$ cat src/rtl/hazard_ctrl.sv
// Hazard and sequencing controller for the 5-stage RV32 pipeline.
// Produces EX operand forwarding selects, load-use stalls, mispredict flushes and
// the data-memory freeze. It also keeps a sticky memory timeout flag and
// saturating stall/flush counters.
module hazard_ctrl #(
  parameter int unsigned TIMEOUT = 64,
  parameter int unsigned CNTW    = 16
) (
  input  logic            clk,
  input  logic            rst_n,
  input  logic [4:0]      id_rs1,
  input  logic [4:0]      id_rs2,
  input  logic            id_use_rs2,
  input  logic [4:0]      ex_rs1,
  input  logic [4:0]      ex_rs2,
  input  logic [4:0]      ex_rd,
  input  logic            ex_memread,
  input  logic            ex_regwrite,
  input  logic [4:0]      mem_rd,
  input  logic            mem_regwrite,
  input  logic [4:0]      wb_rd,
  input  logic            wb_regwrite,
  input  logic            ex_branch_valid,
  input  logic            ex_pred_taken,
  input  logic            ex_taken,
  input  logic            dmem_busy,
  output logic [1:0]      fwd_a,
  output logic [1:0]      fwd_b,
  output logic            pc_stall,
  output logic            ifid_stall,
  output logic            pipe_freeze,
  output logic            ifid_flush,
  output logic            ctrlf,
  output logic            flushpos,
  output logic            flushneg,
  output logic            mem_timeout,
  output logic [CNTW-1:0] stall_cnt,
  output logic [CNTW-1:0] flush_cnt
);

  localparam int unsigned WaitW = $clog2(TIMEOUT + 1);
  localparam logic [WaitW-1:0] WaitMax  = WaitW'(TIMEOUT);
  localparam logic [WaitW-1:0] WaitTrip = WaitW'(TIMEOUT - 1);

  typedef enum logic [1:0] {StRun, StWait, StShadow} state_e;

  state_e            state_q, state_d;
  logic              shadow_flag_q, shadow_flag_d;
  logic [WaitW-1:0]  wait_cnt_q, wait_cnt_d;
  logic              mem_timeout_q, mem_timeout_d;
  logic [CNTW-1:0]   stall_cnt_q, stall_cnt_d;
  logic [CNTW-1:0]   flush_cnt_q, flush_cnt_d;

  logic shadow, lu, mp;
  logic cls_freeze, cls_mispred, cls_loaduse;

  // EX writes the register file through later stages; only its rd matters here.
  logic unused_ex_regwrite;
  assign unused_ex_regwrite = ex_regwrite;

  function automatic logic [1:0] fwd_sel(input logic [4:0] rs);
    if (mem_regwrite && (mem_rd != 5'd0) && (mem_rd == rs)) begin
      return 2'b10;
    end else if (wb_regwrite && (wb_rd != 5'd0) && (wb_rd == rs)) begin
      return 2'b01;
    end else begin
      return 2'b00;
    end
  endfunction

  // Hazard detection and cycle classification (FREEZE > MISPRED > LOADUSE > RUN).
  always_comb begin
    // A flushed bubble in IF/ID carries stale rs fields, so lu is masked.
    shadow      = (state_q == StShadow) || ((state_q == StWait) && shadow_flag_q);
    lu          = ex_memread && (ex_rd != 5'd0) &&
                  ((ex_rd == id_rs1) || (id_use_rs2 && (ex_rd == id_rs2))) && !shadow;
    mp          = ex_branch_valid && (ex_pred_taken != ex_taken);
    cls_freeze  = rst_n && dmem_busy;
    cls_mispred = rst_n && !dmem_busy && mp;
    cls_loaduse = rst_n && !dmem_busy && !mp && lu;
  end

  // Combinational control outputs, all forced low while in reset.
  always_comb begin
    fwd_a       = 2'b00;
    fwd_b       = 2'b00;
    pc_stall    = 1'b0;
    ifid_stall  = 1'b0;
    pipe_freeze = 1'b0;
    ifid_flush  = 1'b0;
    ctrlf       = 1'b0;
    flushpos    = 1'b0;
    flushneg    = 1'b0;
    if (rst_n) begin
      fwd_a = fwd_sel(ex_rs1);
      fwd_b = fwd_sel(ex_rs2);
    end
    if (cls_freeze) begin
      pipe_freeze = 1'b1;
      pc_stall    = 1'b1;
      ifid_stall  = 1'b1;
    end else if (cls_mispred) begin
      flushpos   = ex_taken;
      flushneg   = !ex_taken;
      ifid_flush = 1'b1;
      ctrlf      = 1'b1;
    end else if (cls_loaduse) begin
      pc_stall   = 1'b1;
      ifid_stall = 1'b1;
      ctrlf      = 1'b1;
    end
  end

  // Next-state for the sequencer, the timeout watchdog and the counters.
  always_comb begin
    state_d       = StRun;
    shadow_flag_d = 1'b0;
    if (dmem_busy) begin
      state_d       = StWait;
      // Entering or staying in WAIT remembers whether a shadow is still owed.
      shadow_flag_d = shadow;
    end else if (mp) begin
      state_d = StShadow;
    end else if ((state_q == StWait) && shadow_flag_q) begin
      state_d = StShadow;
    end

    if (!dmem_busy) begin
      wait_cnt_d = '0;
    end else if (wait_cnt_q == WaitMax) begin
      wait_cnt_d = wait_cnt_q;
    end else begin
      wait_cnt_d = wait_cnt_q + 1'b1;
    end

    mem_timeout_d = mem_timeout_q || (dmem_busy && (wait_cnt_q >= WaitTrip));

    stall_cnt_d = stall_cnt_q;
    if (pc_stall && (stall_cnt_q != '1)) begin
      stall_cnt_d = stall_cnt_q + 1'b1;
    end
    flush_cnt_d = flush_cnt_q;
    if (cls_mispred && (flush_cnt_q != '1)) begin
      flush_cnt_d = flush_cnt_q + 1'b1;
    end
  end

  // State registers with synchronous active-low reset.
  always_ff @(posedge clk) begin
    if (!rst_n) begin
      state_q       <= StRun;
      shadow_flag_q <= 1'b0;
      wait_cnt_q    <= '0;
      mem_timeout_q <= 1'b0;
      stall_cnt_q   <= '0;
      flush_cnt_q   <= '0;
    end else begin
      state_q       <= state_d;
      shadow_flag_q <= shadow_flag_d;
      wait_cnt_q    <= wait_cnt_d;
      mem_timeout_q <= mem_timeout_d;
      stall_cnt_q   <= stall_cnt_d;
      flush_cnt_q   <= flush_cnt_d;
    end
  end

  assign mem_timeout = mem_timeout_q;
  assign stall_cnt   = stall_cnt_q;
  assign flush_cnt   = flush_cnt_q;

endmodule

$ cat config.mk
export PLATFORM = sky130hd
export DESIGN_NAME = hazard_ctrl
export DESIGN_NICKNAME = d
export VERILOG_FILES = /design/src/rtl/hazard_ctrl.sv
export SDC_FILE = /design/constraint.sdc
export NUM_CORES = 1
export LEC_CHECK = 0
export ABC_CLOCK_PERIOD_IN_PS = 5650
export CAP_MARGIN = 20
export CORE_MARGIN = 3
export CORE_UTILIZATION = 35
export CTS_BUF_LIST = sky130_fd_sc_hd__clkbuf_4
export CTS_CLUSTER_DIAMETER = 200
export CTS_CLUSTER_SIZE = 40
export DETAILED_ROUTE_END_ITERATION = 6
export PLACE_DENSITY = 0.73
export SLEW_MARGIN = 20
export SYNTH_ARGS = -nofsm -noshare
export SYNTH_HDL_FRONTEND = slang
export SYNTH_SLANG_ARGS = --single-unit
$ cat constraint.sdc
create_clock -name clk -period 5.65 [get_ports clk]
set_clock_uncertainty 0.2 [all_clocks]
set_input_delay 1.13 -clock clk [delete_from_list [all_inputs] [get_ports clk]]
set_output_delay 1.13 -clock clk [all_outputs]
set_load 0.02 [all_outputs]
==> results_dict.tcl <==
set metrics [dict create \
    status "finished clean" \
    powerDensity_nw_per_um2 168.8 \
    diodes 0 \
    rsz0062_at_grt "no" \
    row_count 30 \
    cts_resized 0 \
    layout_setup_ws_ns 0.7939 \
    worstPathArrival_ns 3.53 \
    place_hpwl_mm 4.755 \
    start_util_pct 36.25 \
    final_layout_size_suffix_gt1_share_pct 4.043 \
    synth_area_leaders "dfxtp_1 35%, xor2_1 12%, xnor2_1 6.0%" \
    grt_start_max_net_pins 25 \
    antenna_found_initial 0 \
    vias 2333 \
    drv_cap 0 \
    start_kind "input port" \
    clk-insertion-delay-late_ns 0.35 \
    grt.total_usage_pct 15.07 \
    synth-seq-area-share_pct 34.77 \
    post-place-ws_ns 0.8069 \
    grt_util_met1_pct 18.45 \
    slew_headroom_pct 44.76 \
    fmax_ghz 0.2059 \
    clk_pin_slew_ns 0.11 \
    ctsHtreeMaxLevel 2 \
    fin_crit_ns 4.856 \
    setup_viol 0 \
    dr.pass1.iters 4 \
    synth_top_flop_cell "dfxtp_1" \
    crit_fanout 24 \
    synth_edf_count 0 \
    cts_hold_buf 0 \
    synthCells 284 \
    vdd_drop_max_uv 115.1 \
    area_growth_pct 41.94 \
    drc 0 \
    post_cts_buffers 0 \
    final_common_cell "clkdlybuf4s50_1" \
    nets 421 \
    drt_iter0_drc 73 \
    grt_most_used_layer "met2" \
    core_area_um2 6832 \
    worstMarginPinSlew_ns 0.8237 \
    yosysWarningCount 0 \
    synth_area_per_cell_um2 8.719 \
    mostFrequentLayoutCells "88 x clkdlybuf4s50_1, 43 x dfxtp_1, 35 x xor2_1" \
    period_share_pct 85.95 \
    endpoint_kind "output port" \
    min_path_type "reg -> reg" \
    synth_top_area_share_pct 34.77 \
    cts_max_path_buffers 2 \
    dieArea_um2 8120 \
    synth_cell_types 45 \
    syn-cell-area_um2 2476 \
    yosysTopAreaCell "dfxtp_1" \
    final_hold_viol_count 0 \
    synth_nets 334 \
    avgRoutedWirePerCell_um 13.23 \
    die_y_um 90.11 \
    gp_congestion 0.8105 \
    ys_ff_latch 43 \
    crit_type "in -> out" \
    port_buffers 88 \
    grt_pass1_wl_mm 10.23 \
    die_w_um 90.11 \
    gr-total-overflow 0 \
    tritoncts "built" \
    ant_nets 0 \
    n_fill_cell 655 \
    cts.sinks 43 \
    grt_pass1_vias 2189 \
    crit_required_ns 4.32 \
    drv_slew 0 \
    ctsRootBufferMaster "clkbuf_4" \
    cts_made_buffers 5 \
    async_reset_ff_share_pct 0 \
    tns_ns 0 \
    met2_usage_pct 24.27 \
    leakagePower_nw 1.252 \
    p_total_uw 593.4 \
    via_per_inst 4.996 \
    wl_mm 6.178 \
    grtUsageMet3_pct 5.941 \
    pin_count 90 \
]
-- final timing paths --
| path | slack (ns) | startpoint | depth (start not counted) | end |
|---|---|---|---|---|
| max reg2reg | 3.07 | flush_cnt[0] | 7 | flush_cnt[12] |
| max | 0.79 | rst_n | 7 | pc_stall |
| min | 0.29 | stall_cnt[9] | 2 | stall_cnt[9] |
| min reg2reg | 0.29 | stall_cnt[9] | 2 | stall_cnt[9] |
-- sequential cells by signal (all words and copies together), names as in the netlist --
name	flops
flush_cnt	16
stall_cnt	16
wait_cnt_q	7
state_q	2
mem_timeout	1
shadow_flag_q	1
-- final cells by class --
class,instances,area [um^2],area share [%]
multi-input cells,223,1533,43.61
repair buffers,90,895.9,25.49
flip-flops and latches,43,860.8,24.49
well taps,96,120.1,3.418
clock buffers,6,45.04,1.282
clock inverters,1,30.03,0.8544
inverters,8,30.03,0.8544
-- power by group --
part | internal [mW] | switching [mW] | leakage [nW]
logic | 0.0509 | 0.0408 | 0.863
clock network | 0.0961 | 0.0973 | 0.0417
registers | 0.306 | 0.00273 | 0.347
total | 0.453 | 0.141 | 1.25
-- synth_stat cells (6+ instances only) --
cell type,n
a21oi_1,7
and2_1,11
and3_1,7
clkbuf_1,6
dfxtp_1,43
inv_1,7
mux2i_1,10
nand2_1,19
nand3_1,19
nand4_1,6
nor2_1,24
nor4_1,9
or4_1,8
xnor2_1,17
xor2_1,35
-- metrics by stage --
stage | hold slack, ns | instance area [um^2] | cells | utilization, %
6_report | 0.2871 | 3515 | 467 | 51.45
5_1_grt | 0.3045 | 3515 | 467 | 51.45
4_1_cts | 0.2898 | 3515 | 467 | 51.45
3_5_place_dp | 0.2693 | 3440 | 460 | 50.35
3_3_place_gp | 0.2592 | 3432 | 459 | 50.24
2_1_floorplan | 0.2694 | 2476 | 284 | -
-- routing by layer --
layer | up-vias | wire (um)
li1 | 1176 | -
met1 | 1044 | 2762
met2 | 102 | 2707
met3 | 11 | 593
met4 | 0 | 115
met5 | - | 0
-- worst max-delay path, cell delays in order --
cell             delay, ns
clkdlybuf4s50_1       0.60
and2b_4               0.21
nand2_1               0.05
or4_4                 0.49
o21a_4                0.32
inv_1                 0.11
clkdlybuf4s50_1       0.61
-- cell families after synthesis --
kind of cell / after synthesis / share of synthesized area, %
flops: 43 / 34.77
simple gates: 129 / 29.56
buf+inv: 18 / 3.335
fa+ha+maj: 4 / 2.021
xor+xnor: 52 / 18.39
mux: 10 / 4.043
compound gates: 28 / 7.883
Power figures use the tool's default switching activity.
